**config.mk**
```make
export PLATFORM = sky130hd
export DESIGN_NAME = shift_sequencer
export DESIGN_NICKNAME = d
export VERILOG_FILES = /design/src/rtl/shift_sequencer.sv
export SDC_FILE = /design/constraint.sdc
export NUM_CORES = 1
export LEC_CHECK = 0
export BUFFER_PORTS_ARGS = -buffer_cell sky130_fd_sc_hd__buf_2
export CAP_MARGIN = 20
export CORE_UTILIZATION = 45
export DETAILED_ROUTE_END_ITERATION = 10
export HOLD_SLACK_MARGIN = 0.02
export MAX_ROUTING_LAYER = met4
export PLACE_DENSITY = 0.79
export SYNTH_ARGS = -nofsm -noshare
export SYNTH_HDL_FRONTEND = slang
export SYNTH_SLANG_ARGS = --single-unit
```
**constraint.sdc**
```tcl
create_clock -name clk -period 2.3 [get_ports clk]
set_clock_uncertainty 0.1 [all_clocks]
set_input_delay 0.23 -clock clk [delete_from_list [all_inputs] [get_ports clk]]
set_output_delay 0.23 -clock clk [all_outputs]
set_load 0.02 [all_outputs]
```
**src/rtl/shift_sequencer.sv**
```systemverilog
// Iterative shifter front-end: steps an external 1-bit shift unit (su) once per
// cycle, feeding its output back, until the requested distance is covered.
module shift_sequencer #(
    parameter int WIDTH = 32,
    parameter int CNT_W = 5
) (
    input  logic             clk,
    input  logic             rst_n,
    input  logic             start,
    input  logic [1:0]       op,
    input  logic [CNT_W-1:0] amount,
    input  logic [WIDTH-1:0] operand,
    output logic             busy,
    output logic             done,
    output logic [WIDTH-1:0] result,
    output logic [WIDTH-1:0] su_a,
    output logic [1:0]       su_select,
    input  logic [WIDTH-1:0] su_out,
    output logic [1:0]       state_dbg
);

    typedef enum logic [1:0] {
        IDLE   = 2'd0,
        SHIFT  = 2'd1,
        FINISH = 2'd2
    } state_t;

    // Handshake: a request is taken on a rising edge where start=1 and the
    // sequencer is not busy; done pulses for one cycle when result is valid.
    state_t             state_q;
    logic [WIDTH-1:0]   acc_q;
    logic [WIDTH-1:0]   result_q;
    logic [CNT_W-1:0]   cnt_q;
    logic [CNT_W-1:0]   cnt_d;
    logic [1:0]         op_q;
    logic               busy_q;
    logic               done_q;

    assign cnt_d = cnt_q - 1'b1;

    always_ff @(posedge clk) begin
        if (!rst_n) begin
            state_q  <= IDLE;
            acc_q    <= '0;
            result_q <= '0;
            cnt_q    <= '0;
            op_q     <= '0;
            busy_q   <= 1'b0;
            done_q   <= 1'b0;
        end else begin
            done_q <= 1'b0;
            case (state_q)
                IDLE, FINISH: begin
                    if (start) begin
                        acc_q <= operand;
                        op_q  <= op;
                        cnt_q <= amount;
                        if (amount == '0) begin
                            // Zero distance bypasses the shift unit entirely.
                            result_q <= operand;
                            done_q   <= 1'b1;
                            state_q  <= FINISH;
                        end else begin
                            busy_q  <= 1'b1;
                            state_q <= SHIFT;
                        end
                    end else begin
                        state_q <= IDLE;
                    end
                end
                SHIFT: begin
                    acc_q <= su_out;
                    cnt_q <= cnt_d;
                    if (cnt_q == CNT_W'(1)) begin
                        result_q <= su_out;
                        done_q   <= 1'b1;
                        busy_q   <= 1'b0;
                        state_q  <= FINISH;
                    end
                end
                default: begin
                    busy_q  <= 1'b0;
                    state_q <= IDLE;
                end
            endcase
        end
    end

    assign busy      = busy_q;
    assign done      = done_q;
    assign result    = result_q;
    assign su_a      = acc_q;
    assign su_select = op_q;
    assign state_dbg = state_q;

endmodule

```
==> flow_metrics.env, run 1 <==
export IMPL_min_path_cells=3
export IMPL_ir_worst_vdd_mv=0.327
export IMPL_power_density_nw_per_um2=732
export IMPL_status="finished clean"
export IMPL_maxCapViolations=0
export IMPL_crit_chain="and2b_4 -> buf_12 -> a22o_1 -> buf_4 -> a211oi_1"
export IMPL_end_kind="register"
export IMPL_grt_pass1_wl_um=14400
export IMPL_pwr_share_seq=0.474
export IMPL_dieArea_um2=7710
export IMPL_layout_cells_non_filler=554
export IMPL_ios=144
export IMPL_p_int_w=0.00211
export IMPL_port_buffers=143
export IMPL_finalSetupViolCount=0
export IMPL_path_max_fanout=55
export IMPL_dpl_hpwl_um=6350
export IMPL_netlist_area_um2=3310
export IMPL_p_switching_w=0.00102
export IMPL_switching_share=0.325
export IMPL_drt_initial_drc_count=232
export IMPL_clock_latency_ns=0.33
export IMPL_syn_nets=398
export IMPL_ff2ff_path_depth=5
export IMPL_clkPwrFrac=0.273
export IMPL_dp_cells=538
export IMPL_nFillCells=598
export IMPL_drc=0
export IMPL_crit_type="register to register"
export IMPL_grt_pass1_vias=3031
export IMPL_cts_root_buf="clkbuf_8"
export IMPL_critPathMaxStageDelay_ns=0.53
export IMPL_vias_per_cell=5.77
export IMPL_combPwrFrac=0.253
export IMPL_finalMaxSlewViolations=0
export IMPL_antenna_cells=0
export IMPL_setup_tns_ns=0
export IMPL_cts_resized=0
export IMPL_worst_slew_pin_slew_ns=0.542
export IMPL_grt_usage=0.247
export IMPL_ant_nets=0
export IMPL_postCtsSetupRepairBufs=0
export IMPL_crit_arrival_ns=1.97
export IMPL_routabilityCongestion=0.788
export IMPL_synthCells=322
export IMPL_ys_seq_area_frac=0.453
export IMPL_num_rows=30
export IMPL_finalCriticalPeriod_ns=1.86
export IMPL_cts_clk_slew_worst_paths_ns=0.08
export IMPL_nets=529
export IMPL_synth_cell_type_count=38
export IMPL_wl_per_cell_um=16.4
export IMPL_clkSinkCount=75
export IMPL_max_freq_mhz=537
export IMPL_utilization=0.615
export IMPL_grt_max_degree=56
export IMPL_htreeDepth=3
export IMPL_cts_tree="built"
export IMPL_crit_required_ns=2.41
export IMPL_fin_crit_sh=0.810
export IMPL_critPathLaunchType="register"
export IMPL_slowest_stage="dfxtp_1"
export IMPL_first_pass_iters=4
export IMPL_grt_ovfl_total=0
export IMPL_cts_max_path_buffers=2
export IMPL_slew_headroom=0.638
export IMPL_start_util=0.477
export IMPL_drive_gt1_frac=0.400
export IMPL_coreArea_um2=6940
export IMPL_hold_violations=0
export IMPL_rsz0062_at_grt="no"
export IMPL_vias=3194
export IMPL_yosysWarnings=0
export IMPL_hp_class="input port to register"
export IMPL_grt_antenna_before_repair=0
export IMPL_die_x_um=87.8
export IMPL_dieHeight_um=87.8
export IMPL_synth_seq_cells=75
export IMPL_finalWirelength_um=9110
export IMPL_syn2layout_area_growth_pct=28.8
export IMPL_synth_avg_cell_area_um2=10.3
export IMPL_cts_buffers=9
export IMPL_cts_hold_buf=0
export IMPL_leakage_nw=1.79
per-stage QoR:
step           area (um2)  total power (W)  setup WS [ns]  hold WS [ns]
3_3_place_gp         4110          0.00228          0.534         0.340
6_report             4270          0.00312          0.438        0.0340
4_1_cts              4270          0.00314          0.463        0.0245
5_1_grt              4270          0.00327          0.321        0.0408
3_5_place_dp         4110          0.00230          0.485         0.351
2_1_floorplan        3310          0.00203          0.675         0.248
layout by cell type (no fill, tap or decap), drive strengths merged, types with 2 or more instances in the layout:
cell	Yosys	routed
clkinvlp	0	2
nand2	8	8
nor3	34	34
buf	24	158
a211oi	64	64
nor4b	2	2
a221oi	32	32
nor2	2	2
a21oi	5	5
nor3b	2	2
nor2b	2	2
ha	2	2
clkinv	0	3
a311oi	2	2
and2	3	3
inv	4	4
dfxtp	75	75
mux2i	32	32
nand2b	2	2
clkbuf	14	11
final cells by class:
class | count | area, um2 | area share
Sequential cell | 75 | 1500 | 0.352
Clock inverter | 5 | 30.0 | 0.00703
Multi-Input combinational cell | 205 | 1610 | 0.376
Tap cell | 96 | 120 | 0.0281
Inverter | 4 | 15.0 | 0.00352
Clock buffer | 11 | 131 | 0.0308
Timing Repair Buffer | 158 | 866 | 0.203
cell usage after synthesis, drive strengths merged:
cell type,number,share of area
dfxtp,75,0.45
a211oi,64,0.15
nor3,34,0.053
a221oi,32,0.085
mux2i,32,0.097
buf,24,0.047
clkbuf,14,0.016
nand2,8,0.0091
a21oi,5,0.0075
inv,4,0.0045
and2,3,0.0057
a311oi,2,0.0053
ha,2,0.0075
nand2b,2,0.0038
nor2,2,0.0023
nor2b,2,0.0038
nor3b,2,0.0045
nor4b,2,0.014
a211o,1,0.0026
a22o,1,0.0026
a22oi,1,0.0023
a31oi,1,0.0019
a32oi,1,0.0026
and2b,1,0.0023
nand3,1,0.0015
nand3b,1,0.0023
o21a,1,0.0023
o21ai,1,0.0015
o311ai,1,0.0026
o31a,1,0.0026
or4,1,0.0023
metal layers:
metal / wire length [um] / vias up / GRT usage
li1: - / 1530 / -
met1: 4040 / 1541 / 0.304
met2: 4490 / 115 / 0.407
met3: 490 / 8 / 0.0330
met4: 91 / 0 / 0.101
met5: 0 / - / -
kinds of logic after synthesis:
family                     count (synthesis)  synth area share
buffers and inverters                     42            0.0672
DFF                                       75             0.453
and+or+nand+nor                           59             0.105
adders and majority gates                  2           0.00755
AOI/OAI and AO/OA                        112             0.271
muxes                                     32            0.0966
final timing paths:
kind | start | endpoint | slack [ns]
min reg2reg | su_select[0] | su_select[0] | 0.36
max | state_dbg[0] | result[9] | 0.44
min | op[0] | su_select[0] | 0.03
max reg2reg | state_dbg[0] | result[9] | 0.44
state kept, by name (all words and copies together), names as in the netlist:
signal and cells:
busy 1, result 32, state_dbg 2, cnt_q 5
done 1, su_a 32, su_select 2
power by group through the flow:
| stage | Combinational [W] | Clock, W | Sequential, W |
|---|---|---|---|
| finish | 0.000791 | 0.000853 | 0.00148 |
| global route | 0.000859 | 0.000915 | 0.00149 |
| CTS | 0.000794 | 0.000869 | 0.00148 |
| detailed placement | 0.000793 | 0 | 0.00151 |
| global placement | 0.000772 | 0 | 0.00151 |
| floorplan | 0.000406 | 0 | 0.00162 |
critical path, delay by kind of cell (launching register included):
| kind | cells | cell delay, ns |
|---|---|---|
| compound gates | 2 | 0.31 |
| buf+inv | 2 | 0.52 |
| flops | 1 | 0.53 |
| simple gates | 1 | 0.25 |
(Power assumes the default switching activity.)
==> inputs of run 2 (changes only) <==
- ABC_AREA: default -> 1
- CORE_UTILIZATION: 45 -> 44
- PLACE_DENSITY: 0.79 -> 0.8
- clock period: 2.3 -> 1.6 ns (I/O delays scaled with it)
==> run 2 against run 1 <==
Critical path type unchanged; largest cell class unchanged; power increased by 65%; synthesized cell count rose by 48%; register-to-register slack got worse by 0.52 ns; the run now ends with setup timing left; wire length is 9.1% higher; worst setup slack got worse by 0.52 ns; sequential share of layout area down 5.1 points; final cell count is 35% higher; sequential power is 43% higher; sequential cell count did not move; combinational power is 85% higher.
==> flow_metrics.env, run 2 <==
export IMPL_final_cell_mix="buf_2, nor2_1, dfxtp_1, nand2_1, inv_1"
export IMPL_critPathMaxStageDelay_ns=0.33
export IMPL_hp_class="input port to register"
export IMPL_vias=3701
export IMPL_grt_usage=0.237
export IMPL_grt_ovfl_total=0
export IMPL_synth_seq_cells=75
export IMPL_synthCells=477
export IMPL_ant_nets=0
export IMPL_dpl_hpwl_um=6520
export IMPL_async_reset_ff_frac=0
export IMPL_synth_cell_type_count=25
export IMPL_grt_antenna_before_repair=0
export IMPL_violations="setup timing"
export IMPL_total_power_w=0.00515
export IMPL_cts_clk_slew_worst_paths_ns=0.08
export IMPL_utilization=0.645
export IMPL_slew_headroom=0.759
export IMPL_ir_worst_vdd_mv=0.543
export IMPL_dieHeight_um=91.8
export IMPL_fin_crit_sh=1.05
export IMPL_max_freq_mhz=593
export IMPL_path_delay_family="simple AND/OR/NAND/NOR gates"
export IMPL_critPathLaunchType="register"
export IMPL_crit_arrival_ns=1.83
export IMPL_finalCriticalPeriod_ns=1.69
export IMPL_rsz0062_at_grt="yes"
export IMPL_vias_per_cell=4.96
export IMPL_crit_required_ns=1.75
export IMPL_path_max_fanout=8
export IMPL_layout_commonest_cell="buf_2"
export IMPL_clkSinkCount=75
export IMPL_timing_final_ws_setup_ns=-0.0861
export IMPL_worst_slew_pin_slew_ns=0.360
export IMPL_cts_root_buf="clkbuf_8"
export IMPL_synth_area_top_cells="dfxtp_1, nor2_1, o21ai_2"
export IMPL_synth_top_area_cell="dfxtp_1"
export IMPL_grt_pass1_vias=3388
export IMPL_coreArea_um2=7770
export IMPL_status="finished with violations"
export IMPL_syn2layout_area_growth_pct=41.2
export IMPL_preCtsSetupSlack_ns=-0.0352
export IMPL_maxCapViolations=0
export IMPL_final_area_um2=5010
export IMPL_netlist_area_leader_share=0.423
export IMPL_slowest_stage="dfxtp_2"
export IMPL_synth_avg_cell_area_um2=7.44
export IMPL_crit_chain="inv_2 -> ha_4 -> inv_2 -> nor2_4 -> nand2_2 -> a21oi_4 -> clkbuf_16 -> nand3_1 -> nand2_1 -> nor2_1"
export IMPL_nets=715
export IMPL_routabilityCongestion=0.843
export IMPL_drive_gt1_frac=0.422
export IMPL_hold_violations=0
export IMPL_power_density_nw_per_um2=1030
export IMPL_ys_dominant_reg_cell="dfxtp_1"
export IMPL_cts_tree="built"
export IMPL_synth_common_cells="nor2_1, dfxtp_1, nand2_1"
export IMPL_ios=144
export IMPL_port_buffers=143
export IMPL_cts_max_path_buffers=2
export IMPL_dieArea_um2=8430
export IMPL_wl_per_cell_um=13.3
export IMPL_syn_nets=553
export IMPL_finalSetupViolCount=32
export IMPL_drc=0
export IMPL_leakage_nw=2.49
export IMPL_yosysWarnings=0
export IMPL_post_dp_cell_area_um2=4400
export IMPL_cp_num_buf_inv=3
export IMPL_synth_edff_count=0
export IMPL_cpMostUsedCell="inv_2"
export IMPL_clock_latency_ns=0.34
export IMPL_die_x_um=91.8
export IMPL_finalMaxSlewViolations=0
export IMPL_grt_pass1_wl_um=15600
export IMPL_synth_most_common_cell="nor2_1"
export IMPL_crit_type="register to register"
export IMPL_ys_seq_area_frac=0.423
export IMPL_drt_initial_drc_count=151
export IMPL_num_rows=32
export IMPL_first_pass_iters=4
export IMPL_start_util=0.457
export IMPL_cts_buffers=9
export IMPL_finalWirelength_um=9940
export IMPL_antenna_cells=0
export IMPL_grt_max_degree=72
export IMPL_netlist_area_um2=3550
export IMPL_end_kind="register"
export IMPL_htreeDepth=3
[run 2: worst register-to-register path, delay by kind of cell (launching register included)]
family,cells,cell delay (ns)
AO/OA/AOI/OAI,1,0.30
adder cells (fa/ha/maj),1,0.13
buffers and inverters,3,0.34
flip-flops,1,0.33
AND/OR/NAND/NOR,5,0.42
[run 2: cell type report]
class                      count  area, um2
fill                         684       2750
clock inverter                 6       90.1
sequential                    75       1510
inverter                      47        179
timing repair buffer         182       1200
multi-input combinational    324       1780
tap                          102        128
clock buffer                  10        128
[run 2: kinds of logic (layout without fill, tap and decap cells)]
| logic type | count (synthesis) | after routing | share of synthesized area |
|---|---|---|---|
| simple gates | 210 | 210 | 0.271 |
| compound gates | 111 | 111 | 0.192 |
| buf+inv | 78 | 245 | 0.104 |
| flops | 75 | 75 | 0.423 |
| fa+ha+maj | 2 | 2 | 0.00705 |
| xor+xnor | 1 | 1 | 0.00247 |
[run 2: final timing paths]
| path | end | slack (ns) | from | cells after the start |
|---|---|---|---|---|
| setup / recovery | result[1] | -0.09 | cnt_q[1] | 10 |
| hold / removal | su_a[1] | 0.02 | su_out[1] | 3 |
| setup reg to reg | result[1] | -0.09 | cnt_q[1] | 10 |
| hold reg to reg | busy | 0.37 | busy | 2 |
[run 2: repair_timing]
action | CTS | global route
cloned | 1 | 2
hold buffers | 21 | 0
endpoints found under the hold margin | 21 | 0
resized for setup | 3 | 25
pin swaps | 0 | 4
buffers inserted | 0 | 2
endpoints found under the setup margin | 30 | 61
[run 2: routing by layer]
metal | vias to the layer above | GRT usage | wire (um)
met3 | 24 | 0.0589 | 556
li1 | 1851 | - | -
met5 | - | - | 0
met4 | 0 | 0.100 | 256
met1 | 1688 | 0.256 | 4090
met2 | 138 | 0.415 | 5040
[run 2: through the flow]
step	hold WS [ns]	instances	setup TNS [ns]
after floorplan	0.195	477	0
final	0.0230	746	-1.33
after global placement	0.285	704	0
after CTS	0.0240	742	-0.0729
after global routing	0.0408	746	-4.79
after detailed placement	0.297	704	-0.217
[run 2: power by group]
part / total [W] / switching (W) / internal [W]
registers: 0.00212 / 0.0000966 / 0.00203
clock network: 0.00157 / 0.000688 / 0.000881
logic: 0.00146 / 0.000883 / 0.000573
total: 0.00515 / 0.00167 / 0.00348
